### src/rtl/sfq_tx_pkg.sv
// Shared types and default timing for the SFQ word transmitter.
// State encoding and helper used by sfq_word_tx and its phase counter.
package sfq_tx_pkg;

    typedef enum logic [2:0] {
        StIdle,
        StData,
        StSetup,
        StClk,
        StGap
    } tx_state_e;

    localparam int unsigned DefWidth    = 8;
    localparam int unsigned DefSetupCyc = 2;
    localparam int unsigned DefGapCyc   = 1;
    localparam int unsigned DefMsbFirst = 1;

    function automatic int unsigned max_u(input int unsigned a, input int unsigned b);
        return (a > b) ? a : b;
    endfunction

endpackage

### src/rtl/sfq_word_tx_if.sv
// Parallel word handshake between conventional logic (master) and the SFQ transmitter (slave).
interface sfq_word_tx_if #(
    parameter int unsigned WIDTH = sfq_tx_pkg::DefWidth
);

    logic             in_valid;
    logic             in_ready;
    logic [WIDTH-1:0] in_data;

    modport master (
        output in_valid,
        output in_data,
        input  in_ready
    );

    modport slave (
        input  in_valid,
        input  in_data,
        output in_ready
    );

endinterface

### src/rtl/sfq_phase_cnt.sv
// Loadable down-counter timing the SETUP and GAP phases; expired_o marks the phase's last cycle.
module sfq_phase_cnt #(
    parameter int unsigned CNT_W = 1
) (
    input  logic             clkin,
    input  logic             rst_n,
    input  logic             clear_i,
    input  logic             load_i,
    input  logic [CNT_W-1:0] load_val_i,
    input  logic             en_i,
    output logic             expired_o
);

    logic [CNT_W-1:0] cnt_q, cnt_d;

    always_comb begin
        cnt_d = cnt_q;
        if (clear_i) begin
            cnt_d = '0;
        end else if (load_i) begin
            cnt_d = load_val_i;
        end else if (en_i && (cnt_q != '0)) begin
            cnt_d = cnt_q - CNT_W'(1);
        end
    end

    always_ff @(posedge clkin or negedge rst_n) begin
        if (!rst_n) begin
            cnt_q <= '0;
        end else begin
            cnt_q <= cnt_d;
        end
    end

    assign expired_o = (cnt_q == '0);

endmodule

### src/rtl/sfq_word_tx.sv
// Serialises handshaken words into SFQ data-pulse / clock-pulse strobes.
// Define SFQ_TX_PARITY_EN to append an even-parity bit after the data bits.
module sfq_word_tx
    import sfq_tx_pkg::*;
#(
    parameter int unsigned WIDTH     = DefWidth,
    parameter int unsigned SETUP_CYC = DefSetupCyc,
    parameter int unsigned GAP_CYC   = DefGapCyc,
    parameter int unsigned MSB_FIRST = DefMsbFirst
) (
    input  logic          clkin,
    input  logic          rst_n,
    sfq_word_tx_if.slave  in_if,
    input  logic          flush,
    output logic          data_pulse,
    output logic          clk_pulse,
    output logic          busy,
    output logic          tx_done
);

`ifdef SFQ_TX_PARITY_EN
    localparam int unsigned NBITS = WIDTH + 1;
`else
    localparam int unsigned NBITS = WIDTH;
`endif
    localparam int unsigned BitCntW = $clog2(NBITS + 1);
    localparam int unsigned PhW     = $clog2(max_u(SETUP_CYC, GAP_CYC) + 1);
    // Counter holds cycles remaining after the current one, so load length-1.
    localparam logic [PhW-1:0] SetupLoad = PhW'((SETUP_CYC > 1) ? SETUP_CYC - 2 : 0);
    localparam logic [PhW-1:0] GapLoad   = PhW'((GAP_CYC > 0) ? GAP_CYC - 1 : 0);

    tx_state_e          state_q, state_d;
    logic [NBITS-1:0]   shift_q, shift_d;
    logic [BitCntW-1:0] bit_cnt_q, bit_cnt_d;
    logic               data_pulse_q, clk_pulse_q, busy_q, tx_done_q, in_ready_q;
    logic               data_pulse_d, clk_pulse_d, busy_d, tx_done_d, in_ready_d;

    logic               ph_load, ph_en, ph_clear, ph_expired;
    logic [PhW-1:0]     ph_load_val;

    logic [WIDTH-1:0]   data_ord;
    logic [NBITS-1:0]   load_word;

    // The bit to send is always shift_q[NBITS-1]; bit order is fixed at load time.
    always_comb begin
        data_ord = in_if.in_data;
        if (MSB_FIRST == 0) begin
            for (int i = 0; i < int'(WIDTH); i++) begin
                data_ord[i] = in_if.in_data[WIDTH-1-i];
            end
        end
    end

`ifdef SFQ_TX_PARITY_EN
    assign load_word = {data_ord, ^in_if.in_data};
`else
    assign load_word = data_ord;
`endif

    always_comb begin
        state_d     = state_q;
        shift_d     = shift_q;
        bit_cnt_d   = bit_cnt_q;
        tx_done_d   = 1'b0;
        ph_load     = 1'b0;
        ph_load_val = '0;
        ph_en       = 1'b0;

        unique case (state_q)
            StIdle: begin
                if (in_if.in_valid && in_ready_q) begin
                    shift_d   = load_word;
                    bit_cnt_d = BitCntW'(NBITS);
                    state_d   = StData;
                end
            end
            StData: begin
                if (SETUP_CYC > 1) begin
                    state_d     = StSetup;
                    ph_load     = 1'b1;
                    ph_load_val = SetupLoad;
                end else begin
                    state_d = StClk;
                end
            end
            StSetup: begin
                if (ph_expired) begin
                    state_d = StClk;
                end else begin
                    ph_en = 1'b1;
                end
            end
            StClk: begin
                shift_d   = shift_q << 1;
                bit_cnt_d = bit_cnt_q - BitCntW'(1);
                if (GAP_CYC > 0) begin
                    state_d     = StGap;
                    ph_load     = 1'b1;
                    ph_load_val = GapLoad;
                end else if (bit_cnt_q == BitCntW'(1)) begin
                    state_d   = StIdle;
                    tx_done_d = 1'b1;
                end else begin
                    state_d = StData;
                end
            end
            StGap: begin
                if (!ph_expired) begin
                    ph_en = 1'b1;
                end else if (bit_cnt_q == '0) begin
                    state_d   = StIdle;
                    tx_done_d = 1'b1;
                end else begin
                    state_d = StData;
                end
            end
            default: state_d = StIdle;
        endcase

        if (flush && (state_q != StIdle)) begin
            state_d   = StIdle;
            shift_d   = '0;
            bit_cnt_d = '0;
            tx_done_d = 1'b0;
            ph_load   = 1'b0;
            ph_en     = 1'b0;
        end

        // Outputs are registered from the next state so they line up with it.
        data_pulse_d = (state_d == StData) && shift_d[NBITS-1];
        clk_pulse_d  = (state_d == StClk);
        busy_d       = (state_d != StIdle);
        in_ready_d   = (state_d == StIdle);
    end

    assign ph_clear = flush && (state_q != StIdle);

    sfq_phase_cnt #(
        .CNT_W (PhW)
    ) u_phase_cnt (
        .clkin      (clkin),
        .rst_n      (rst_n),
        .clear_i    (ph_clear),
        .load_i     (ph_load),
        .load_val_i (ph_load_val),
        .en_i       (ph_en),
        .expired_o  (ph_expired)
    );

    always_ff @(posedge clkin or negedge rst_n) begin
        if (!rst_n) begin
            state_q      <= StIdle;
            shift_q      <= '0;
            bit_cnt_q    <= '0;
            data_pulse_q <= 1'b0;
            clk_pulse_q  <= 1'b0;
            busy_q       <= 1'b0;
            tx_done_q    <= 1'b0;
            in_ready_q   <= 1'b0;
        end else begin
            state_q      <= state_d;
            shift_q      <= shift_d;
            bit_cnt_q    <= bit_cnt_d;
            data_pulse_q <= data_pulse_d;
            clk_pulse_q  <= clk_pulse_d;
            busy_q       <= busy_d;
            tx_done_q    <= tx_done_d;
            in_ready_q   <= in_ready_d;
        end
    end

    assign data_pulse     = data_pulse_q;
    assign clk_pulse      = clk_pulse_q;
    assign busy           = busy_q;
    assign tx_done        = tx_done_q;
    assign in_if.in_ready = in_ready_q;

endmodule

### src/flat_wrapper.sv
// flat-port wrapper written by rule: the top's interface ports become plain ports
module sfq_word_tx_flat import sfq_tx_pkg::*;
#(
    parameter int unsigned WIDTH     = DefWidth,
    parameter int unsigned SETUP_CYC = DefSetupCyc,
    parameter int unsigned GAP_CYC   = DefGapCyc,
    parameter int unsigned MSB_FIRST = DefMsbFirst
)
  (clkin, rst_n, flush, data_pulse, clk_pulse, busy, tx_done, in_if_in_valid, in_if_in_data, in_if_in_ready);
  sfq_word_tx_if #(.WIDTH(WIDTH)) in_if_i ();
  input  logic clkin;
  input  logic rst_n;
  input  logic flush;
  output logic data_pulse;
  output logic clk_pulse;
  output logic busy;
  output logic tx_done;
  input wire logic [$bits(in_if_i.in_valid)-1:0] in_if_in_valid;
  input wire logic [$bits(in_if_i.in_data)-1:0] in_if_in_data;
  output wire logic [$bits(in_if_i.in_ready)-1:0] in_if_in_ready;
  assign in_if_i.in_valid = in_if_in_valid;
  assign in_if_i.in_data = in_if_in_data;
  assign in_if_in_ready = in_if_i.in_ready;
  sfq_word_tx #(.WIDTH(WIDTH), .SETUP_CYC(SETUP_CYC), .GAP_CYC(GAP_CYC), .MSB_FIRST(MSB_FIRST)) u_core (.clkin(clkin), .rst_n(rst_n), .in_if(in_if_i), .flush(flush), .data_pulse(data_pulse), .clk_pulse(clk_pulse), .busy(busy), .tx_done(tx_done));
endmodule
### config.mk
export PLATFORM = sky130hd
export DESIGN_NAME = sfq_word_tx_flat
export DESIGN_NICKNAME = d
export VERILOG_FILES = /design/src/rtl/sfq_tx_pkg.sv /design/src/rtl/sfq_word_tx_if.sv /design/src/rtl/sfq_phase_cnt.sv /design/src/rtl/sfq_word_tx.sv /design/src/flat_wrapper.sv
export SDC_FILE = /design/constraint.sdc
export NUM_CORES = 1
export LEC_CHECK = 0
export CAP_MARGIN = 20
export CORE_ASPECT_RATIO = 1.4
export CORE_MARGIN = 4
export CORE_UTILIZATION = 60
export CTS_CLUSTER_DIAMETER = 100
export CTS_CLUSTER_SIZE = 14
export DETAILED_ROUTE_END_ITERATION = 10
export DONT_BUFFER_PORTS = 1
export GPL_TIMING_DRIVEN = 0
export PLACE_DENSITY = 0.76
export SETUP_SLACK_MARGIN = 0.2
export SLEW_MARGIN = 20
export SYNTH_ARGS = -nofsm -noshare
export SYNTH_HDL_FRONTEND = slang
export SYNTH_SLANG_ARGS = --single-unit
### constraint.sdc
create_clock -name clkin -period 4.7 [get_ports clkin]
set_clock_uncertainty 0.15 [all_clocks]
set_input_delay 0.94 -clock clkin [delete_from_list [all_inputs] [get_ports clkin]]
set_output_delay 0.94 -clock clkin [all_outputs]
set_load 0.005 [all_outputs]
---- Word level (Yosys, flattened, before mapping) ----
Index checks and enable logic that the tools add are counted.
storage, ports and cells
  bits in registers ....................... 22
  output and inout port bits .............. 5
cells by class
  add/sub/neg operators ................... 2
  equal/unequal tests ..................... 7
  muxes and demuxes ....................... 24
  reductions and logical operators ........ 16
operators with widths
  cell                                                  number
  2-to-1 mux 8 bit                                      2
  case mux 8 bit (2 select lines)                       1
  case mux 3 bit (5 select lines)                       1
  2-to-1 mux 3 bit                                      4
  nonzero test 3 bit                                    4
  2-to-1 mux 1 bit                                      10
  equality test 3 x 2 -> 1 bit (second input constant)  3
  2-to-1 mux 4 bit                                      2
  case mux 4 bit (2 select lines)                       1
  equality test 3 x 1 -> 1 bit (second input constant)  2
  logical NOT 3 bit                                     2
  2-to-1 mux 2 bit                                      3
  logical AND 1 bit                                     4
  logical NOT 4 bit                                     1
  OR reduction 2 bit                                    2
  subtractor 4 x 1 -> 4 bit (second input constant)     1
  equality test 3 bit (second input constant)           1
  != test 3 x 1 -> 1 bit (second input constant)        1
  logical NOT 2 bit                                     1
  AND reduction 2 bit                                   1
  nonzero test 2 bit                                    1
  subtractor 2 x 1 -> 2 bit (second input constant)     1

---- Logic depth before layout (Yosys ltp) ----
Gate-level depths: netlist (run 1).
  depth in word-level cells ............... 8
  gate-level depth with buffers ........... 7
  mapped depth without buffers ............ 7

---- Cells and area by module ----
Synthesis (run 1) repeated with hierarchy kept, for this count alone.
second synthesis, totals
  cells, all modules ...................... 107
  area total of the unflattened synthesis .. 1148.6 sq um
modules (own cells, without submodules)
  module         instances  cells each  area each (sq um)
  sfq_word_tx    1          93          998.5
  sfq_phase_cnt  1          14          150.1

---- Worst setup path after synthesis (run 1) ----
No wires, ideal clock.
  path kind ............................... input to register
  start ................................... in flush
  end ..................................... reg u_core.data_pulse_q, in the netlist u_core.data_pulse
  arrival time ............................ 1.786 ns
  data required time ...................... 4.428 ns
  slack ................................... 2.643 ns
  stages on the path ...................... 4
  buffers on the path ..................... 0
  cell sequence ........................... and4bb_2 > a211oi_1 > or2_1 > a2111oi_1
on the way
  longest elaborated chain between the ends .. 4
  elaborated cells on any way between the ends .. 5
  classes of those cells .................. eq/ne: 1; mux: 2; reduce/logical: 2
RTL lines
  what                          RTL line            source
  start, declared               flat_wrapper.sv:13  input logic flush;
  logical AND 1 bit (*)         sfq_word_tx.sv:120  if (flush && (state_q != StIdle)) begin
  2-to-1 mux 3 bit              sfq_word_tx.sv:120
  equality test 3 x 1 -> 1 bit  sfq_word_tx.sv:130  data_pulse_d = (state_d == StData) && shift_d[NBITS-1];
  logical AND 1 bit (*)         sfq_word_tx.sv:130
  net u_core.data_pulse_d       sfq_word_tx.sv:36   logic data_pulse_d, clk_pulse_d, busy_d, tx_done_d, in_ready_d;
  end signal, assigned          sfq_word_tx.sv:164  data_pulse_q <= data_pulse_d;
  end, declared                 sfq_word_tx.sv:35   logic data_pulse_q, clk_pulse_q, busy_q, tx_done_q, in_ready_q;
The timed path passes the listed nets; every way through them passes the cells marked *.
A chain may end at the register's enable or synchronous reset.

---- Final worst setup path (run 1) ----
  start ................................... reg u_core.u_phase_cnt.cnt_q[0]
  end ..................................... reg u_core.data_pulse_q, in the netlist u_core.data_pulse
on the way
  longest elaborated chain between the ends .. 6
  elaborated cells on any way between the ends .. 7
  classes of those cells .................. eq/ne: 1; mux: 4; reduce/logical: 2
RTL lines
  what                                        RTL line                               source
  start, declared                             sfq_phase_cnt.sv:14                    logic [CNT_W-1:0] cnt_q, cnt_d;
  start signal, assigned                      sfq_phase_cnt.sv:31                    cnt_q <= cnt_d;
  logical NOT 2 bit (*)                       sfq_phase_cnt.sv:35                    assign expired_o = (cnt_q == '0);
  2-to-1 mux 3 bit, on equally long branches  sfq_word_tx.sv:108, sfq_word_tx.sv:87
  case mux 3 bit (5 select lines) (*)         sfq_word_tx.sv:69                      unique case (state_q)
  2-to-1 mux 3 bit (*)                        sfq_word_tx.sv:120
  equality test 3 x 1 -> 1 bit (*)            sfq_word_tx.sv:130
  logical AND 1 bit (*)                       sfq_word_tx.sv:130
  net u_core.data_pulse_d                     sfq_word_tx.sv:36
Marks and branches as above.

==> flow_summary_export.csv, run 1 <==
group,metric,value,unit
yosys,synth-edff-count,0,
layout,diodes,0,
critical_path,endpoint_kind,"register",
critical_path,crit_slowest_cell,"dfrtp_1",
routing,wl_met2,1.20,mm
critical_path,cp_max_fo,7,
yosys,synthFlopType,"dfrtp_1",
clock_tree,clockBufferDepth,2,
grt,grt_pass1_vias,921,
clock_tree,cts_buffers,3,
clock_tree,cts_sinks,22,
layout,fin_area,1210,sq um
critical_path,start_kind,"register",
sta,period_minus_slack,2.00,ns
clock_tree,clock_latency,0.31,ns
floorplanning,initial_utilization,63.9,%
sta,worst_slew_pin_slew,0.507,ns
routing,drtAntennaViolNets,0,
floorplanning,placementRows,18,
floorplanning,core,1800,sq um
pwr,power.density,609,nW/um^2
pwr,p_leak,0.000570,uW
clock_tree,ctsResizeCount,0,
routing,totalWireLength,2.31,mm
yosys,synthArstFlopShare,100,%
sta,grt_setup_unrepaired,"no",
critical_path,worstPathRequired,4.75,ns
yosys,avgSynthCellArea,10.7,sq um
sta,fin_crit_sh,42.6,%
clock_tree,clk_pin_slew,0.12,ns
grt,grt.total_usage,20.5,%
pwr,vdd.ir_drop.worst,0.328,mV
routing,dr.first_iter.drc_count,24,
outcome,status,"finished clean",
sta,hold_viol_final,0,
yosys,yosysMostFrequentCell,"dfrtp_1",
layout,final_util,67.3,%
sta,tns,0,ns
yosys,synth_nets,124,
placement,globalplace.congestion,0.812,
critical_path,path_class,"register to register",
grt,antenna_found_initial,0,
job,cap_violations,0,
yosys,synth.yosys.seq_area_share,47.8,%
yosys,yosysTopAreaCell,"dfrtp_1",
routing,routed.top_layer,"met4",
placement,placed_area,1180,sq um
layout,area_growth,5.33,%
critical_path,cp_cell_sequence,"inv_1, ha_1, and4bb_2, a211oi_1, or2_1, a2111oi_1",
grt,grt_start_max_net_pins,23,
sta,fin_hold_ws,0.154,ns
clock_tree,htreeDepth,1,
yosys,ys_top_cells_by_count,"dfrtp_1, inv_1, a21oi_1, a222oi_1",
sta,max_freq,499,MHz
placement,dp_hpwl,1.73,mm
routing,num_vias,855,
layout,drive_gt1_share,9.82,%
placement,dpl.cell_count,128,
floorplanning,ios,17,
clock_tree,cts-root-buf,"clkbuf_4",
yosys,syn-cell-area,1150,sq um
yosys,synthTopCellsByArea,"dfrtp_1, a222oi_1, ha_1",
critical_path,cp_top_family,"simple AND/OR/NAND/NOR gates",
clock_tree,postCtsHoldBufs,0,
routing,met3WireLength,89,um
critical_path,slowest_delay,0.44,ns
layout,nFillCells,144,
layout,nNetsFinal,129,
floorplanning,dieArea,2690,sq um
floorplanning,die_height,59.8,um
routing,drc,0,
grt,grt_pass1_wl,4.06,mm
clock_tree,cts_setup_buffers,0,
critical_path,critPathArrivalTime,2.05,ns
yosys,ys_ff_latch,22,
layout,finalNonFillerCells,132,
grt,overflow,0,
routing,wl_met1,934,um
routing,dr.pass1.iters,4,
yosys,synth_warnings,0,
clock_tree,tritoncts,"built",
yosys,synth.top_cell.area_share,47.8,%
sta,slew_headroom,66.2,%
placement,port_buffers,0,
yosys,synthCells,108,
floorplanning,die_width,45.0,um
routing,vias_per_cell,6.48,
sta,final_max_slew_viol_count,0,
critical_path,crit_buf_inv,1,
yosys,ys_types,39,
min_path,hold_path.class,"input port to asynchronous set/reset pin",
routing,wire_per_inst,17.5,um
sta,setup_violations,0,
==> registers in the layout (all words and copies together) (netlist names) <==
| name | cells |
|---|---|
| u_core.shift_q | 8 |
| u_core.bit_cnt_q | 4 |
| u_core.state_q | 3 |
| u_core.u_phase_cnt.cnt_q | 2 |
| u_core.busy | 1 |
| u_core.clk_pulse | 1 |
| u_core.data_pulse | 1 |
| u_core.in_if.in_ready | 1 |
| u_core.tx_done | 1 |
==> kinds of logic (layout without fill, tap and decap cells) <==
group	Yosys count	in the layout	synth area share [%]
adder cells (fa/ha/maj)	4	4	4.35
multiplexers	2	2	1.85
AND/OR/NAND/NOR	35	35	19.3
AO/OA/AOI/OAI	26	26	18.4
buffers and inverters	17	21	6.74
XOR/XNOR	2	2	1.52
flip-flops	22	22	47.8
==> worst paths after layout <==
path | slack [ns] | from | endpoint | depth (start not counted)
max in group asynchronous | 4.17 | rst_n | u_core.tx_done | 0
setup / recovery | 2.70 | u_core.u_phase_cnt.cnt_q[0] | u_core.data_pulse | 6
hold reg to reg | 0.35 | u_core.shift_q[5] | u_core.shift_q[5] | 2
hold / removal | 0.15 | rst_n | u_core.u_phase_cnt.cnt_q[0] | 0
min in group clkin | 0.35 | u_core.shift_q[5] | u_core.shift_q[5] | 2
setup reg to reg | 2.70 | u_core.u_phase_cnt.cnt_q[0] | u_core.data_pulse | 6
==> metal layers <==
metal | vias up | track usage, %
li1 | 409 | -
met1 | 415 | 22.8
met2 | 22 | 35.8
met3 | 9 | 3.01
met4 | 0 | 12.1
met5 | - | 0
==> area by class of cell <==
| cell class | instances | area (sq um) | area share, % |
|---|---|---|---|
| Clock buffer | 4 | 36.3 | 2.99 |
| Sequential cell | 22 | 551 | 45.4 |
| Multi-Input combinational cell | 69 | 523 | 43.1 |
| Tap cell | 20 | 25.0 | 2.06 |
| Buffer | 5 | 32.5 | 2.68 |
| Inverter | 12 | 45.0 | 3.72 |
==> layout by cell type (no fill, tap or decap), types with 2 or more instances in the layout <==
cell      instances
o21ai_0           2
dfrtp_1          22
a22oi_1           2
and4bb_1          2
xnor2_1           2
nor2_1            5
o21ai_1           2
inv_1            12
clkbuf_4          3
buf_2             2
nand3_1           2
ha_1              4
or2_1             2
a21oi_1           6
a222oi_1          6
nor3_1            5
nand3b_1          4
and3_1            2
nand2_1           5
==> stage by stage <==
step	setup slack, ns	power, uW
2_1_floorplan	2.64	562
6_report	2.70	738
3_3_place_gp	2.56	616
4_1_cts	2.69	746
3_5_place_dp	2.52	640
5_1_grt	2.55	802
==> power by group <==
group	internal [uW]	total (uW)	switching (uW)	leakage [uW]
combinational	148	325	177	0.000261
sequential	255	309	54.1	0.000288
clock	47.4	104	56.3	0.0000210
total	451	738	287	0.000570
==> worst reg2reg max path: stages (launching register included) <==
cell,delay [ns]
dfrtp_1,0.44
inv_1,0.11
ha_1,0.28
and4bb_2,0.27
a211oi_1,0.04
or2_1,0.22
a2111oi_1,0.37
Note: power is estimated with default switching activity, not from simulation.
==> inputs of run 2 (changes only) <==
Clock period 4.7 ns to 1.9 ns, I/O delays scaled along.
==> flow_summary_export.csv, run 2 (synthesized netlist as in run 1, its figures left out) <==
group,metric,value,unit
critical_path,cp_cell_sequence,"inv_2, ha_4, or3b_4, a211oi_2, or2_1, inv_2, or2_1",
sta,hold_viol_final,0,
critical_path,crit_buf_inv,2,
sta,period_minus_slack,1.87,ns
grt,grt_start_max_net_pins,23,
sta,final_max_slew_viol_count,0,
layout,nFillCells,100,
critical_path,slowest_delay,0.41,ns
critical_path,rrSetupSlack,0.03,ns
grt,overflow,0,
clock_tree,clk_pin_slew,0.12,ns
critical_path,reg2reg_from,"u_core.bit_cnt_q[0]",
pwr,power.density,1560,nW/um^2
critical_path,r2r_end,"u_core.busy",
pwr,seqPwrFrac,33.6,%
placement,pre_cts_ws,-0.0318,ns
critical_path,endpoint_kind,"register",
clock_tree,cts_sinks,22,
min_path,hold_path_end,"u_core.shift_q[0]",
sta,fin_crit_sh,98.2,%
sta,slew_headroom,35.8,%
min_path,hold_path.class,"input port to register",
floorplanning,die_height,59.8,um
layout,diodes,0,
pwr,p_int,1450,uW
grt,antenna_found_initial,0,
critical_path,cp_max_fo,2,
pwr,switching_share,37.2,%
layout,nNetsFinal,152,
layout,most-common-layout-cells,"buf_4, dfrtp_1, inv_1",
routing,dr.pass1.iters,4,
clock_tree,clock_latency,0.30,ns
floorplanning,placementRows,18,
min_path,min_from,"in_if_in_data[0]",
sta,max_freq,536,MHz
critical_path,cp_top_family,"simple AND/OR/NAND/NOR gates",
critical_path,critPathArrivalTime,1.91,ns
routing,vias_per_cell,6.24,
placement,dp_hpwl,1.62,mm
clock_tree,cts-root-buf,"clkbuf_4",
outcome,status,"finished clean",
routing,drc,0,
placement,port_buffers,0,
floorplanning,ios,17,
critical_path,start_kind,"register",
pwr,p_leak,0.000687,uW
sta,worst_slew_pin_slew,0.960,ns
grt,grt_pass1_vias,975,
critical_path,path_class,"register to register",
clock_tree,clockBufferDepth,2,
floorplanning,die_width,45.0,um
pwr,p_clk_share,10.7,%
routing,drtAntennaViolNets,0,
routing,dr.first_iter.drc_count,36,
layout,fin_area,1490,sq um
layout,area_growth,29.2,%
layout,reg_top3,"u_core.shift_q x8, u_core.bit_cnt_q x4, u_core.state_q x3",
routing,num_vias,967,
clock_tree,htreeDepth,1,
routing,wire_per_inst,17.2,um
layout,top_register,"u_core.shift_q",
pwr,p_comb_share,55.7,%
floorplanning,core,1800,sq um
routing,totalWireLength,2.67,mm
grt,grt_pass1_wl,4.28,mm
layout,largest_register_ffs,8,
placement,placed_area,1180,sq um
grt,grt.total_usage,21.7,%
floorplanning,initial_utilization,63.9,%
pwr,vdd.ir_drop.worst,1.15,mV
clock_tree,cts_buffers,3,
job,cap_violations,0,
sta,fin_ws,0.0339,ns
critical_path,worstPathRequired,1.94,ns
placement,globalplace.congestion,0.791,
critical_path,rr_worst_depth,7,
min_path,holdPathStages,1,
floorplanning,dieArea,2690,sq um
sta,setup_violations,0,
critical_path,crit_slowest_cell,"dfrtp_1",
pwr,power_switching,862,uW
sta,grt_setup_unrepaired,"yes",
layout,drive_gt1_share,39.3,%
clock_tree,tritoncts,"built",
## run 2: cell count changes in the layout (fill, tap and decap cells not counted), moves of 2 or more
cell | before | now
buf_6 | 1 | 6
inv_1 | 12 | 7
buf_4 | 1 | 19
ha_4 | 0 | 2
dfrtp_2 | 0 | 3
inv_2 | 0 | 5
nor2_1 | 5 | 3
dfrtp_1 | 22 | 19
ha_1 | 4 | 2
## run 2: power by group through the flow
stage / combinational, uW / clock [uW] / sequential, uW
after global placement: 757 / 0 / 767
after detailed placement: 794 / 0 / 775
final: 1290 / 248 / 778
after floorplan: 657 / 0 / 737
after global routing: 1420 / 276 / 797
after CTS: 1090 / 257 / 764
## run 2: worst reg2reg max path, cell delays in order (launching register included)
cell	delay, ns
dfrtp_1	0.41
inv_2	0.09
ha_4	0.13
or3b_4	0.38
a211oi_2	0.19
or2_1	0.17
inv_2	0.05
or2_1	0.20
## run 2: cell type report
class / count / area [sq um] / share of cell area [%]
Multi-Input combinational cell: 69 / 598 / 40.2
Sequential cell: 22 / 554 / 37.3
Timing Repair Buffer: 23 / 186 / 12.5
Inverter: 12 / 45.0 / 3.03
Buffer: 5 / 42.5 / 2.86
Clock buffer: 4 / 36.3 / 2.44
Tap cell: 20 / 25.0 / 1.68
## run 2: what timing repair did
item,in CTS,in global routing
endpoints found under the setup margin,16,16
pin swaps,13,11
setup buffers,13,9
cloned,0,0
endpoints found under the hold margin,22,0
gates resized for setup,18,11
hold buffers,1,0
## run 2: metal layers
| layer | part of all wire (%) | track usage [%] | up-vias |
|---|---|---|---|
| li1 | - | - | 449 |
| met1 | 39 | 24.7 | 475 |
| met2 | 54 | 37.0 | 33 |
| met3 | 4.8 | 3.92 | 10 |
| met4 | 2.5 | 12.1 | 0 |
| met5 | 0 | 0 | - |
## run 2: stage by stage
step	setup TNS, ns	total power [uW]	utilization, %	cells	hold slack (ns)
floorplan	0	1390	-	108	-0.0656
global placement	0	1520	65.4	128	-0.0650
detailed placement	-0.0853	1570	65.4	128	-0.0651
CTS	0	2110	77.0	146	0.0574
global route	-0.0572	2490	82.6	155	0.0648
finish	0	2320	82.6	155	0.0666
## run 2: worst max-delay path by stage
stage	startpoint	slack, ns	depth (start not counted)	to
after CTS	u_core.bit_cnt_q[0]	0.03	7	u_core.busy
final	u_core.bit_cnt_q[0]	0.03	7	u_core.busy
after global placement	u_core.u_phase_cnt.cnt_q[0]	0.005	6	u_core.data_pulse
after detailed placement	u_core.u_phase_cnt.cnt_q[0]	-0.03	6	u_core.data_pulse
after global routing	u_core.bit_cnt_q[0]	-0.04	7	u_core.busy
after floorplan	u_core.bit_cnt_q[0]	0.14	7	u_core.busy
==> inputs of run 3 (changes only) <==
--- a/config.mk
+++ b/config.mk
@@ -18,2 +18,3 @@
 export SETUP_SLACK_MARGIN = 0.2
+export SKIP_LAST_GASP = 1
 export SLEW_MARGIN = 20
==> constraint.sdc (replaced) <==
create_clock -name clkin -period 1.85 [get_ports clkin]
set_clock_uncertainty 0.15 [all_clocks]
set_input_delay 0.4625 -clock clkin [delete_from_list [all_inputs] [get_ports clkin]]
set_output_delay 0.4625 -clock clkin [all_outputs]
set_load 0.005 [all_outputs]
==> flow_summary_export.csv, run 3 (synthesized netlist as in run 1, its figures left out) <==
group,metric,value,unit
critical_path,start_kind,"register",
layout,nFillCells,106,
critical_path,worstPathRequired,1.92,ns
grt,grt_pass1_wl,4.64,mm
floorplanning,initial_utilization,63.9,%
placement,globalplace.congestion,0.835,
sta,hold_viol_final,0,
sta,slew_headroom,32.7,%
floorplanning,ios,17,
sta,final_max_slew_viol_count,0,
critical_path,path_class,"register to register",
min_path,hold_path_end,"u_core.shift_q[0]",
clock_tree,clk_pin_slew,0.12,ns
pwr,power,2450,uW
critical_path,critPathArrivalTime,1.96,ns
floorplanning,core,1800,sq um
critical_path,cp_top_family,"simple AND/OR/NAND/NOR gates",
clock_tree,cts_buffers,3,
critical_path,rr_worst_depth,7,
sta,setup_violations,1,
floorplanning,die_height,59.8,um
clock_tree,cts-root-buf,"clkbuf_4",
grt,antenna_found_initial,0,
routing,dr.pass1.iters,4,
min_path,holdPathStages,1,
layout,final_common_cell,"dfrtp_1",
clock_tree,htreeDepth,1,
min_path,hold_path.class,"input port to register",
sta,fin_crit_sh,102,%
layout,reg_top3,"u_core.shift_q x8, u_core.bit_cnt_q x4, u_core.state_q x3",
grt,grt_start_max_net_pins,23,
critical_path,cp_num_cells,7,
clock_tree,clockBufferDepth,2,
pwr,power.density,1660,nW/um^2
layout,drive_gt1_share,37.7,%
sta,worst_slew_pin_slew,1.01,ns
critical_path,cp_max_fo,2,
grt,overflow,0,
pwr,vdd.ir_drop.worst,1.06,mV
routing,drtAntennaViolNets,0,
layout,final_util,81.9,%
layout,largest_register_ffs,8,
routing,num_vias,954,
layout,most-common-layout-cells,"dfrtp_1, buf_4, inv_1",
routing,drc,0,
critical_path,r2r_end,"u_core.busy",
routing,dr.first_iter.drc_count,47,
routing,vias_per_cell,6.36,
critical_path,endpoint_kind,"register",
sta,fin_ws,-0.0341,ns
critical_path,cp_cell_sequence,"inv_2, ha_4, or3b_4, a211oi_2, or2_1, inv_2, or2_1",
routing,wire_per_inst,18.5,um
critical_path,crit_slowest_cell,"dfrtp_1",
grt,grt.total_usage,23.6,%
job,cap_violations,0,
clock_tree,tritoncts,"built",
floorplanning,die_width,45.0,um
critical_path,crit_buf_inv,2,
routing,totalWireLength,2.77,mm
floorplanning,dieArea,2690,sq um
placement,dp_hpwl,1.61,mm
layout,area_growth,28.2,%
clock_tree,clock_latency,0.32,ns
clock_tree,cts_sinks,22,
critical_path,slowest_delay,0.42,ns
pwr,p_leak,0.000690,uW
critical_path,reg2reg_from,"u_core.bit_cnt_q[1]",
floorplanning,placementRows,18,
placement,port_buffers,0,
min_path,min_from,"in_if_in_data[0]",
outcome,violations,"negative setup slack",
sta,period_minus_slack,1.88,ns
layout,top_register,"u_core.shift_q",
outcome,status,"complete, but fails checks",
critical_path,rrSetupSlack,-0.03,ns
sta,max_freq,531,MHz
grt,grt_pass1_vias,990,
layout,nNetsFinal,147,
sta,grt_setup_unrepaired,"yes",
layout,diodes,0,
[run 3: how the worst max path moves through the flow]
stage | start | end | slack (ns)
4_1_cts | u_core.bit_cnt_q[1] | u_core.busy | 0.01
3_5_place_dp | u_core.bit_cnt_q[0] | u_core.busy | -0.06
5_1_grt | u_core.bit_cnt_q[0] | u_core.busy | -0.13
6_report | u_core.bit_cnt_q[1] | u_core.busy | -0.03
2_1_floorplan | u_core.bit_cnt_q[0] | u_core.busy | 0.09
3_3_place_gp | u_core.u_phase_cnt.cnt_q[0] | u_core.data_pulse | -0.04
[run 3: layer usage]
layer | part of all wire [%] | track usage (%) | up-vias
met5 | 0 | 0 | -
met4 | 2.3 | 12.6 | 0
met3 | 3.6 | 3.31 | 7
met2 | 55 | 41.7 | 24
met1 | 40 | 26.4 | 478
li1 | - | - | 445
[run 3: area by class of cell]
class	instances	area, sq um	share of cell area [%]
Sequential cell	22	553	37.5
Tap cell	20	25.0	1.70
Clock inverter	1	30.0	2.04
Timing Repair Buffer	18	151	10.3
Multi-Input combinational cell	69	611	41.4
Buffer	5	37.5	2.54
Inverter	12	45.0	3.05
Clock buffer	3	22.5	1.53
[run 3: where the power goes]
| part | switching, uW | internal (uW) | leakage (uW) |
|---|---|---|---|
| clock network | 151 | 219 | 0.0000279 |
| registers | 146 | 651 | 0.000285 |
| logic | 621 | 660 | 0.000377 |
[run 3: worst reg2reg max path: stages, from the launching register on]
cell and delay (ns):
dfrtp_1 0.42, inv_2 0.09, ha_4 0.12, or3b_4 0.39
a211oi_2 0.22, or2_1 0.17, inv_2 0.05, or2_1 0.19
[run 3: repair_timing]
action | in CTS | in global routing
endpoints found under the hold margin | 22 | 0
buffers inserted | 15 | 2
setup endpoints to repair | 16 | 19
pin swaps | 15 | 4
gates resized for setup | 18 | 14
hold buffers | 1 | 0
[run 3: through the flow]
| stage | instance area [sq um] | setup TNS (ns) | hold slack (ns) | worst slack, ns | instances |
|---|---|---|---|---|---|
| finish | 1480 | -0.0341 | 0.124 | -0.0341 | 150 |
| global route | 1480 | -0.356 | 0.132 | -0.130 | 150 |
| CTS | 1420 | 0 | 0.121 | 0.0146 | 148 |
| detailed placement | 1180 | -0.384 | 0.0175 | -0.0588 | 128 |
| global placement | 1180 | -0.132 | 0.0174 | -0.0437 | 128 |
| floorplan | 1150 | 0 | 0.0169 | 0.0889 | 108 |
